==> src/rtl/reset_request_ctrl.sv <==
// Reset request front end: merges button, software and watchdog reset sources into a
// single-cycle request, then follows the generated pulse through rise, fall and holdoff.
module reset_request_ctrl #(
  parameter int DEBOUNCE    = 1000,
  parameter int WD_TIMEOUT  = 1000000,
  parameter int HOLDOFF     = 100,
  parameter int ACK_TIMEOUT = 1000
) (
  input  logic       clk,
  input  logic       async_reset_i,
  input  logic       button_i,
  input  logic       soft_req_i,
  input  logic       wd_enable_i,
  input  logic       wd_kick_i,
  input  logic       rst_pulse_i,
  output logic       reset_req_o,
  output logic [2:0] cause_o,
  input  logic       cause_clr_i,
  output logic       ack_err_o,
  output logic       busy_o
);

  localparam int              DB_W      = (DEBOUNCE > 1) ? $clog2(DEBOUNCE) : 1;
  localparam logic [DB_W-1:0] DB_LAST   = DB_W'(DEBOUNCE - 1);
  localparam logic [31:0]     WD_LAST   = 32'(WD_TIMEOUT - 1);
  localparam logic [31:0]     ACK_LAST  = 32'(ACK_TIMEOUT - 1);
  localparam logic [31:0]     HOLD_LAST = 32'(HOLDOFF - 1);

  typedef enum logic [2:0] {
    S_IDLE,
    S_REQ,
    S_WAIT_HIGH,
    S_WAIT_LOW,
    S_HOLD
  } state_t;

  state_t          state;
  state_t          state_next;
  logic            sync_meta;
  logic            sync_btn;
  logic            db_level;
  logic            db_prev;
  logic [DB_W-1:0] db_cnt;
  logic [31:0]     wd_cnt;
  logic [31:0]     cnt;
  logic            btn_req;
  logic            wd_expire;
  logic [2:0]      new_cause;
  logic            any_req;
  logic            timeout;

  // The debounced level keeps tracking the button even while busy, so a held
  // button produces exactly one rising edge and cannot re-trigger later.
  always_ff @(posedge clk or posedge async_reset_i) begin
    if (async_reset_i) begin
      sync_meta <= 1'b0;
      sync_btn  <= 1'b0;
      db_level  <= 1'b0;
      db_prev   <= 1'b0;
      db_cnt    <= '0;
    end else begin
      sync_meta <= button_i;
      sync_btn  <= sync_meta;
      db_prev   <= db_level;
      if (sync_btn == db_level) begin
        db_cnt <= '0;
      end else if (db_cnt == DB_LAST) begin
        db_level <= ~db_level;
        db_cnt   <= '0;
      end else begin
        db_cnt <= db_cnt + 1'b1;
      end
    end
  end

  always_ff @(posedge clk or posedge async_reset_i) begin
    if (async_reset_i) begin
      wd_cnt <= '0;
    end else if (!wd_enable_i || wd_kick_i || state != S_IDLE) begin
      wd_cnt <= '0;
    end else if (wd_cnt != '1) begin
      wd_cnt <= wd_cnt + 32'd1;
    end
  end

  assign btn_req   = db_level & ~db_prev;
  assign wd_expire = (state == S_IDLE) && wd_enable_i && (wd_cnt == WD_LAST);
  assign new_cause = {wd_expire, soft_req_i, btn_req};
  assign any_req   = |new_cause;

  always_ff @(posedge clk or posedge async_reset_i) begin
    if (async_reset_i) begin
      state <= S_IDLE;
      cnt   <= '0;
    end else begin
      state <= state_next;
      if (state_next != state || state == S_IDLE) begin
        cnt <= '0;
      end else begin
        cnt <= cnt + 32'd1;
      end
    end
  end

  always_comb begin
    state_next = state;
    timeout    = 1'b0;
    case (state)
      S_IDLE: begin
        if (any_req) state_next = S_REQ;
      end
      S_REQ: begin
        state_next = S_WAIT_HIGH;
      end
      S_WAIT_HIGH: begin
        if (rst_pulse_i) begin
          state_next = S_WAIT_LOW;
        end else if (cnt == ACK_LAST) begin
          timeout    = 1'b1;
          state_next = S_IDLE;
        end
      end
      S_WAIT_LOW: begin
        if (!rst_pulse_i) state_next = S_HOLD;
      end
      S_HOLD: begin
        if (cnt == HOLD_LAST) state_next = S_IDLE;
      end
      default: begin
        state_next = S_IDLE;
      end
    endcase
  end

  // Outputs are registered from the next state; a clear coinciding with a
  // trigger is applied before the new cause bits are merged in.
  always_ff @(posedge clk or posedge async_reset_i) begin
    if (async_reset_i) begin
      reset_req_o <= 1'b0;
      busy_o      <= 1'b0;
      cause_o     <= '0;
      ack_err_o   <= 1'b0;
    end else begin
      reset_req_o <= (state_next == S_REQ);
      busy_o      <= (state_next != S_IDLE);
      if (state == S_IDLE && any_req) begin
        cause_o <= (cause_clr_i ? 3'b000 : cause_o) | new_cause;
      end else if (cause_clr_i) begin
        cause_o <= 3'b000;
      end
      ack_err_o <= (cause_clr_i ? 1'b0 : ack_err_o) | timeout;
    end
  end

endmodule
==> config.mk <==
export PLATFORM = sky130hd
export DESIGN_NAME = reset_request_ctrl
export DESIGN_NICKNAME = d
export VERILOG_FILES = /design/src/rtl/reset_request_ctrl.sv
export SDC_FILE = /design/constraint.sdc
export NUM_CORES = 1
export LEC_CHECK = 0
export ABC_AREA = 0
export BUFFER_PORTS_ARGS = -buffer_cell sky130_fd_sc_hd__buf_2
export CAP_MARGIN = 15
export CORE_UTILIZATION = 51
export DETAILED_ROUTE_END_ITERATION = 8
export MAX_ROUTING_LAYER = met4
export PLACE_DENSITY = 0.71
export SYNTH_ARGS = -nofsm -noshare
export SYNTH_HDL_FRONTEND = slang
export SYNTH_SLANG_ARGS = --single-unit
==> constraint.sdc <==
create_clock -name clk -period 2.64 [get_ports clk]
set_clock_uncertainty 0.2 [all_clocks]
set_input_delay 0.132 -clock clk [delete_from_list [all_inputs] [get_ports clk]]
set_output_delay 0.132 -clock clk [all_outputs]
set_load 0.05 [all_outputs]
==> impl_metrics.json, run 1 <==
{
  "ctsHtreeMaxLevel": 3,
  "drive_above_1_share_pct": 12.5,
  "syn_nets": 463,
  "peakVddDrop_mv": 0.275,
  "holdPathStages": 0,
  "min_from": "sync_meta",
  "rrSetupSlack_ps": 80,
  "max_slew_margin_pct": 57.8,
  "grt_pass1_wl_microns": 15800,
  "cts_buffers": 9,
  "fmax_ghz": 0.391,
  "post-route-period-util_pct": 96.9,
  "cts_tree": "yes",
  "final_antenna_net_count": 0,
  "synthFlopType": "dfrtp_1",
  "synth.avg_cell_area_sq_um": 9.67,
  "die_w_microns": 94.6,
  "drt_iter0_drc": 140,
  "tightest_slew_ps": 624,
  "cts_setup_buffers": 0,
  "worst_r2r_endpoint": "cnt[5]",
  "setup_tns_ps": 0,
  "cp-end-kind": "flop",
  "via_per_inst": 5.84,
  "setup_violations": 0,
  "worstPathRequired_ps": 2680,
  "post-route-util_pct": 59.9,
  "r2r_cells": 6,
  "routabilityCongestion": 0.934,
  "rows": 33,
  "dp_hpwl_microns": 6360,
  "maxCapViolCount": 0,
  "final_cells": 600,
  "netlist_instances": 452,
  "synthMuxAreaShare_pct": 0.716,
  "grt_antenna_before_repair": 0,
  "p_leak_nw": 2.03,
  "clock_latency_ps": 370,
  "routedWlPerCell_microns": 15.6,
  "rsz0062_at_grt": "yes",
  "netlist.area_leader.share_pct": 49.8,
  "die_h_microns": 94.6,
  "synth_async_sr_flop_share_pct": 100,
  "synth-seq-cells": 87,
  "clkSinkCount": 87,
  "cp.arrival_ps": 2600,
  "route.detailed.drc": 0,
  "synth_area_sq_mm": 0.00437,
  "grt_max_degree": 88,
  "cts_root_buffer": "clkbuf_8",
  "fillers": 715,
  "clk_pin_slew_worst_paths_ps": 110,
  "start_util_pct": 52.9,
  "synth_compound_area_share_pct": 7.88,
  "placed_cells": 577,
  "area_growth_pct": 13.3,
  "grt.overflow.total": 0,
  "synth_seq_area_share_pct": 49.8,
  "r2r-start": "cnt[0]",
  "timing.hold.ws_ps": 165,
  "diodes": 0,
  "grt_pass1_vias": 3459,
  "synth-edff-count": 0,
  "ys_types": 53,
  "dieArea_sq_mm": 0.00894,
  "hold_violations": 0,
  "coreArea_sq_mm": 0.00826,
  "fin_nets": 501,
  "yosysWarnings": 0,
  "port_buffers": 13,
  "ios": 14,
  "cp_max_fo": 16,
  "min_period_ps": 2560,
  "slew_viol_final": 0,
  "p_per_area_mw_per_mm2": 586,
  "num_vias": 3506,
  "synthSimpleGateAreaFrac_pct": 28.3,
  "hp-class": "flop to flop",
  "power_mw": 2.90,
  "grt_use_total_pct": 23.7,
  "status": "finished clean",
  "synth.largest_area_cell": "dfrtp_1",
  "whs_endpoint": "sync_btn",
  "synthTopCellsByArea": "dfrtp_1 (50%), xor2_1 (6.2%), nor2_1 (5.5%)",
  "drt-total-wl_microns": 9360,
  "synth_fa_ha_area_share_pct": 0.859,
  "ctsLongestPathBuffers": 2,
  "start_kind": "flop",
  "synth_top_family_by_area": "simple AND/OR/NAND/NOR gates",
  "critPathKind": "flop to flop",
  "dr.pass1.iters": 4,
  "synthXorXnorAreaFrac_pct": 10.2
}
[Yosys cell counts, drive strengths merged, types with 4 or more instances]
| master | count |
|---|---|
| nor3 | 17 |
| nand3 | 25 |
| clkbuf | 6 |
| xnor2 | 20 |
| nor2 | 64 |
| inv | 12 |
| buf | 6 |
| xor2 | 31 |
| or3 | 15 |
| dfrtp | 87 |
| o21ai | 13 |
| a21oi | 17 |
| and4 | 4 |
| nor4 | 12 |
| and3 | 9 |
| nand4 | 25 |
| nand2 | 34 |
| or4 | 10 |
[through the flow]
stage / setup WS [ps] / cell area, sq um
final: 81.4 / 4950
after global routing: -13.1 / 4950
after CTS: 58.1 / 4940
after detailed placement: 87.4 / 4680
after global placement: 143 / 4680
after floorplan: 57.8 / 4370
[timing repair]
item | CTS | global route
gates resized for setup | 0 | 1
hold buffers | 7 | 0
endpoints found under the hold margin | 97 | 0
endpoints found under the setup margin | 0 | 10
[metal layers]
layer / share of wire, % / wire length, microns / global-route usage, % / vias up
met2: 48 / 4520 / 38.3 / 74
met5: 0 / 0 / - / -
li1: - / - / - / 1706
met3: 3.6 / 337 / 4.99 / 16
met1: 46 / 4320 / 29.2 / 1710
met4: 1.9 / 179 / 9.22 / 0
[power breakdown]
part | internal, mW | switching (mW) | total, mW
Combinational | 0.171 | 0.351 | 0.521
Clock | 0.371 | 0.559 | 0.930
Sequential | 1.39 | 0.0569 | 1.45
Total | 1.93 | 0.966 | 2.90
[kinds of logic after synthesis]
kind of cell	count (synthesis)
AO/OA/AOI/OAI	52
XOR/XNOR	51
adder cells (fa/ha/maj)	3
buffers and inverters	24
flip-flops	87
multiplexers	3
AND/OR/NAND/NOR	232
[cell type report]
cell class / instances / area (sq um) / share of cell area [%]
Clock inverter: 7 / 72.6 / 1.47
Inverter: 12 / 46.3 / 0.935
Timing Repair Buffer: 39 / 290 / 5.86
Multi-Input combinational cell: 341 / 2110 / 42.6
Sequential cell: 87 / 2180 / 44.0
Tap cell: 105 / 131 / 2.65
Clock buffer: 9 / 124 / 2.50
[flip-flops by register name, indices dropped and copies added, names as in the netlist]
| signal | flops |
|---|---|
| ack_err_o | 1 |
| busy_o | 1 |
| cause_o | 3 |
| cnt | 32 |
| db_cnt | 10 |
| db_level | 1 |
| db_prev | 1 |
| reset_req_o | 1 |
| state | 3 |
| sync_btn | 1 |
| sync_meta | 1 |
| wd_cnt | 32 |
[critical path: stages, from the launching register on]
cell and delay [ps]:
dfrtp_1 400, ha_1 240, or3b_2 470, or4_1 530, a32oi_2 270, buf_4 250
nor3b_1 80
[how the worst max path moves through the flow]
| stage | to | from |
|---|---|---|
| finish | cnt[5] | cnt[0] |
| detailed placement | cnt[3] | cnt[0] |
| global placement | cnt[7] | cnt[18] |
| floorplan | ack_err_o | async_reset_i |
| global route | cnt[3] | cnt[0] |
| CTS | cnt[3] | cnt[18] |
[layout by cell type, fill, tap and decap left out, types with 14 or more instances in the layout]
cell type  instances
a21oi_1           17
buf_4             18
dfrtp_1           87
nand2_1           34
nand3_1           24
nand4_1           25
nor2_1            64
nor3_1            16
or3_1             14
xnor2_1           20
xor2_1            31
Power figures use the tool's default switching activity.
==> inputs of run 2 (changes only) <==
- GPL_TIMING_DRIVEN: unset -> 0
==> run 2 against run 1 <==
Compared with the run above: clock power decreased by 3.3%; first-iteration DRC count unchanged; core utilization increased by 0.98 points; fmax decreased by 2.5%; global-route usage decreased by 1.1 points; combinational power increased by 18%; setup slack got worse by 66 ps; design area increased by 1.6%; critical path type unchanged; largest cell class unchanged; largest power group unchanged; highest routed layer unchanged.
==> impl_metrics.json, run 2 (same netlist as run 1, synthesis figures left out) <==
{
  "final_common_cell": "dfrtp_1",
  "post-route-period-util_pct": 99.4,
  "r2r_cells": 6,
  "use_met3_pct": 3.14,
  "final_cell_mix": "dfrtp_1 (86), nor2_1 (64), nand2_1 (33), xor2_1 (31), nand4_1 (25)",
  "rows": 33,
  "num_vias": 3511,
  "grt_max_degree": 70,
  "gr-usage-met2_pct": 36.8,
  "ios": 14,
  "fin_ws_ps": 15.1,
  "start_kind": "flop",
  "cts_tree": "yes",
  "area_growth_pct": 15.1,
  "dr.pass1.iters": 4,
  "hold_violations": 0,
  "route.detailed.drc": 0,
  "grt.overflow.total": 0,
  "critPathKind": "flop to flop",
  "worstPathRequired_ps": 2680,
  "tightest_slew_ps": 850,
  "clk_pin_slew_worst_paths_ps": 90,
  "power_mw": 2.96,
  "rrSetupSlack_ps": 20,
  "grt_use_total_pct": 22.6,
  "fin_nets": 505,
  "grt_pass1_vias": 3249,
  "routedWlPerCell_microns": 15.6,
  "grt_most_used_layer": "met2",
  "setup_violations": 0,
  "p_leak_nw": 2.08,
  "ctsLongestPathBuffers": 2,
  "routabilityCongestion": 0.863,
  "coreArea_sq_mm": 0.00826,
  "clkSinkCount": 87,
  "port_buffers": 13,
  "placed_cells": 571,
  "slew_viol_final": 0,
  "setup_tns_ps": 0,
  "drive_above_1_share_pct": 13.2,
  "start_util_pct": 52.9,
  "top_regs": "cnt x32, wd_cnt x32, db_cnt x10",
  "diodes": 0,
  "fmax_ghz": 0.381,
  "timing.hold.ws_ps": 53.1,
  "peakVddDrop_mv": 0.302,
  "cts_buffers": 9,
  "critPathLaunch": "cnt[0]",
  "ctsHtreeMaxLevel": 3,
  "die_h_microns": 94.6,
  "drt-total-wl_microns": 9390,
  "via_per_inst": 5.81,
  "post-route-util_pct": 60.9,
  "p_per_area_mw_per_mm2": 588,
  "grt_pass1_wl_microns": 15200,
  "cp_max_fo": 10,
  "drt_iter0_drc": 140,
  "grt_antenna_before_repair": 0,
  "worst_r2r_endpoint": "cnt[9]",
  "dieArea_sq_mm": 0.00894,
  "grtUsageMet1_pct": 28.5,
  "cp.arrival_ps": 2670,
  "clock_latency_ps": 370,
  "fillers": 707,
  "die_w_microns": 94.6,
  "placed_cell_area_sq_mm": 0.00460,
  "hp-class": "primary input to asynchronous set/reset pin",
  "dp_hpwl_microns": 6360,
  "final_cells": 604,
  "cp-end-kind": "flop",
  "dp_slack_ps": -238,
  "final_antenna_net_count": 0,
  "status": "finished clean",
  "max_slew_margin_pct": 42.9,
  "cts_root_buffer": "clkbuf_8",
  "fin_area_sq_mm": 0.00503,
  "maxCapViolCount": 0,
  "r2r-start": "cnt[0]",
  "min_period_ps": 2620
}
run 2: power breakdown:
| part | internal (mW) | total, mW | leakage [nW] | switching, mW |
|---|---|---|---|---|
| Combinational | 0.234 | 0.614 | 0.790 | 0.380 |
| Sequential | 1.39 | 1.45 | 1.20 | 0.0568 |
| Clock | 0.400 | 0.899 | 0.0963 | 0.499 |
run 2: critical path, stage by stage, from the launching register on:
cell     delay, ps
dfrtp_1        400
ha_1           250
or3b_2         500
or4_1          570
a32oi_4        330
buf_6          190
nor3_1          60
run 2: area by class of cell:
type	instances	area, sq um	share of cell area [%]
flip-flops and latches	87	2180	43.3
multi-input cells	341	2170	43.1
repair buffers	31	233	4.63
clock buffers	11	151	3.01
well taps	105	131	2.61
plain buffers	12	82.6	1.64
inverters	12	47.5	0.945
clock inverters	5	38.8	0.771
run 2: metal layers:
layer	vias to the layer above	part of all wire [%]
met1	1713	46
li1	1716	-
met5	-	0
met4	0	1.6
met2	71	49
met3	11	3.3
run 2: repair_timing:
action | in CTS | in global routing
cloned | 0 | 0
buffers inserted | 3 | 7
endpoints found under the hold margin | 96 | 0
gates resized for setup | 9 | 17
pin swaps | 3 | 5
setup endpoints to repair | 49 | 36
hold buffers | 6 | 0
run 2: how the worst max path moves through the flow:
| stage | to | slack (ps) | cells past startpoint |
|---|---|---|---|
| 3_5_place_dp | wd_cnt[21] | -240 | 8 |
| 5_1_grt | cnt[9] | -40 | 6 |
| 3_3_place_gp | wd_cnt[18] | -930 | 2 |
| 6_report | cnt[9] | 20 | 6 |
| 4_1_cts | cnt[13] | -50 | 6 |
| 2_1_floorplan | ack_err_o | 60 | 1 |
==> inputs of run 3 (changes only) <==
- PLACE_DENSITY: 0.71 -> 0.68
- clock period: 2.64 -> 3.1 ns (I/O delays scaled with it)
==> run 3 against run 2 <==
Compared with the run above: setup slack gained 230 ps; design area shrank 2.1%; fmax shrank 8.2%; register-to-register slack gained 230 ps; core utilization shrank 1.3 points; die area is the same; via count shrank 2.1%; global-route usage grew 1.2 points; largest cell class unchanged.
==> impl_metrics.json, run 3 (same netlist as run 1, synthesis figures left out) <==
{
  "status": "finished clean",
  "start_kind": "flop",
  "port_buffers": 13,
  "hold_violations": 0,
  "post-route-period-util_pct": 92.2,
  "cp.arrival_ps": 2950,
  "final_common_cell": "dfrtp_1",
  "rows": 33,
  "cp-end-kind": "flop",
  "grt.overflow.total": 0,
  "final_antenna_net_count": 0,
  "drt_iter0_drc": 204,
  "cp_max_fo": 10,
  "dp_slack_ps": 135,
  "start_util_pct": 52.9,
  "r2r-start": "wd_cnt[0]",
  "final_cell_mix": "dfrtp_1 (87), nor2_1 (64), nand2_1 (34), xor2_1 (31), nand4_1 (25)",
  "worstPathRequired_ps": 3190,
  "grt_pass1_vias": 3469,
  "r2r_cells": 8,
  "route.detailed.drc": 0,
  "clkSinkCount": 87,
  "grt_antenna_before_repair": 0,
  "clk_pin_slew_worst_paths_ps": 90,
  "fin_ws_ps": 240,
  "wl_met1_microns": 4310,
  "p_leak_nw": 2.01,
  "fmax_ghz": 0.350,
  "fin_area_sq_mm": 0.00492,
  "tightest_slew_ps": 1070,
  "critPathKind": "flop to flop",
  "timing.hold.ws_ps": 44.2,
  "fin_nets": 493,
  "dr.max_layer_used": "met4",
  "post-route-util_pct": 59.6,
  "max_slew_margin_pct": 27.9,
  "whs_endpoint": "reset_req_o",
  "diodes": 0,
  "die_w_microns": 94.6,
  "clock_latency_ps": 350,
  "hp-class": "primary input to flop",
  "die_h_microns": 94.6,
  "drt-total-wl_microns": 9350,
  "rsz0062_at_grt": "no",
  "min_from": "wd_enable_i",
  "cts_buffers": 9,
  "grt_max_degree": 63,
  "power_mw": 2.69,
  "holdPathStages": 4,
  "top_regs": "cnt x32, wd_cnt x32, db_cnt x10",
  "min_period_ps": 2860,
  "wl_met2_microns": 4630,
  "cts_root_buffer": "clkbuf_8",
  "ctsLongestPathBuffers": 2,
  "grt_use_total_pct": 23.9,
  "peakVddDrop_mv": 0.274,
  "final_cells": 591,
  "routabilityCongestion": 0.909,
  "via_per_inst": 5.82,
  "routedWlPerCell_microns": 15.8,
  "grt_pass1_wl_microns": 16000,
  "area_growth_pct": 12.7,
  "setup_tns_ps": 0,
  "placed_cells": 571,
  "dieArea_sq_mm": 0.00894,
  "maxCapViolCount": 0,
  "drive_above_1_share_pct": 9.88,
  "cts_tree": "yes",
  "dr_wl_met3_microns": 277,
  "critPathLaunch": "wd_cnt[0]",
  "rrSetupSlack_ps": 240,
  "setup_violations": 0,
  "dp_hpwl_microns": 6430,
  "coreArea_sq_mm": 0.00826,
  "placed_cell_area_sq_mm": 0.00460,
  "cts_setup_buffers": 0,
  "ios": 14,
  "worst_r2r_endpoint": "wd_cnt[8]",
  "ctsHtreeMaxLevel": 3,
  "p_per_area_mw_per_mm2": 546,
  "num_vias": 3438,
  "dr.pass1.iters": 4,
  "slew_viol_final": 0
}
run 3: final cells by class:
type | count | area, sq um
timing repair buffer | 19 | 143
tap | 105 | 131
fill | 728 | 3330
inverter | 12 | 47.5
clock buffer | 10 | 138
multi-input combinational | 341 | 2110
sequential | 87 | 2180
clock inverter | 5 | 129
buffer | 12 | 52.6
run 3: where the power goes:
group	switching, mW	total, mW	leakage, nW	internal (mW)
clock	0.397	1.03	0.133	0.638
combinational	0.298	0.425	0.682	0.127
sequential	0.0448	1.23	1.20	1.18
total	0.741	2.69	2.01	1.95
run 3: worst max-delay path by stage:
stage	end	slack, ps	cells after the start
2_1_floorplan	ack_err_o	490	1
3_3_place_gp	cnt[20]	-510	2
3_5_place_dp	wd_cnt[17]	130	7
4_1_cts	wd_cnt[17]	80	7
5_1_grt	cnt[8]	110	6
6_report	wd_cnt[8]	240	8
run 3: worst max-delay path, cell delays in order, from the launching register on:
cell,delay [ps]
dfrtp_1,410
ha_1,200
nand2_1,230
or4_1,560
buf_2,200
or3_1,390
buf_2,190
a311o_1,360
nand2_1,60
run 3: layer usage:
metal	vias to the layer above	GRT usage [%]
met4	0	8.21
met3	15	5.39
met5	-	-
met2	45	39.3
met1	1692	29.0
li1	1686	-
run 3: repair_timing:
item,CTS,global route
resized for setup,0,2
setup endpoints to repair,0,5
hold buffers,5,0
hold endpoints to repair,96,0
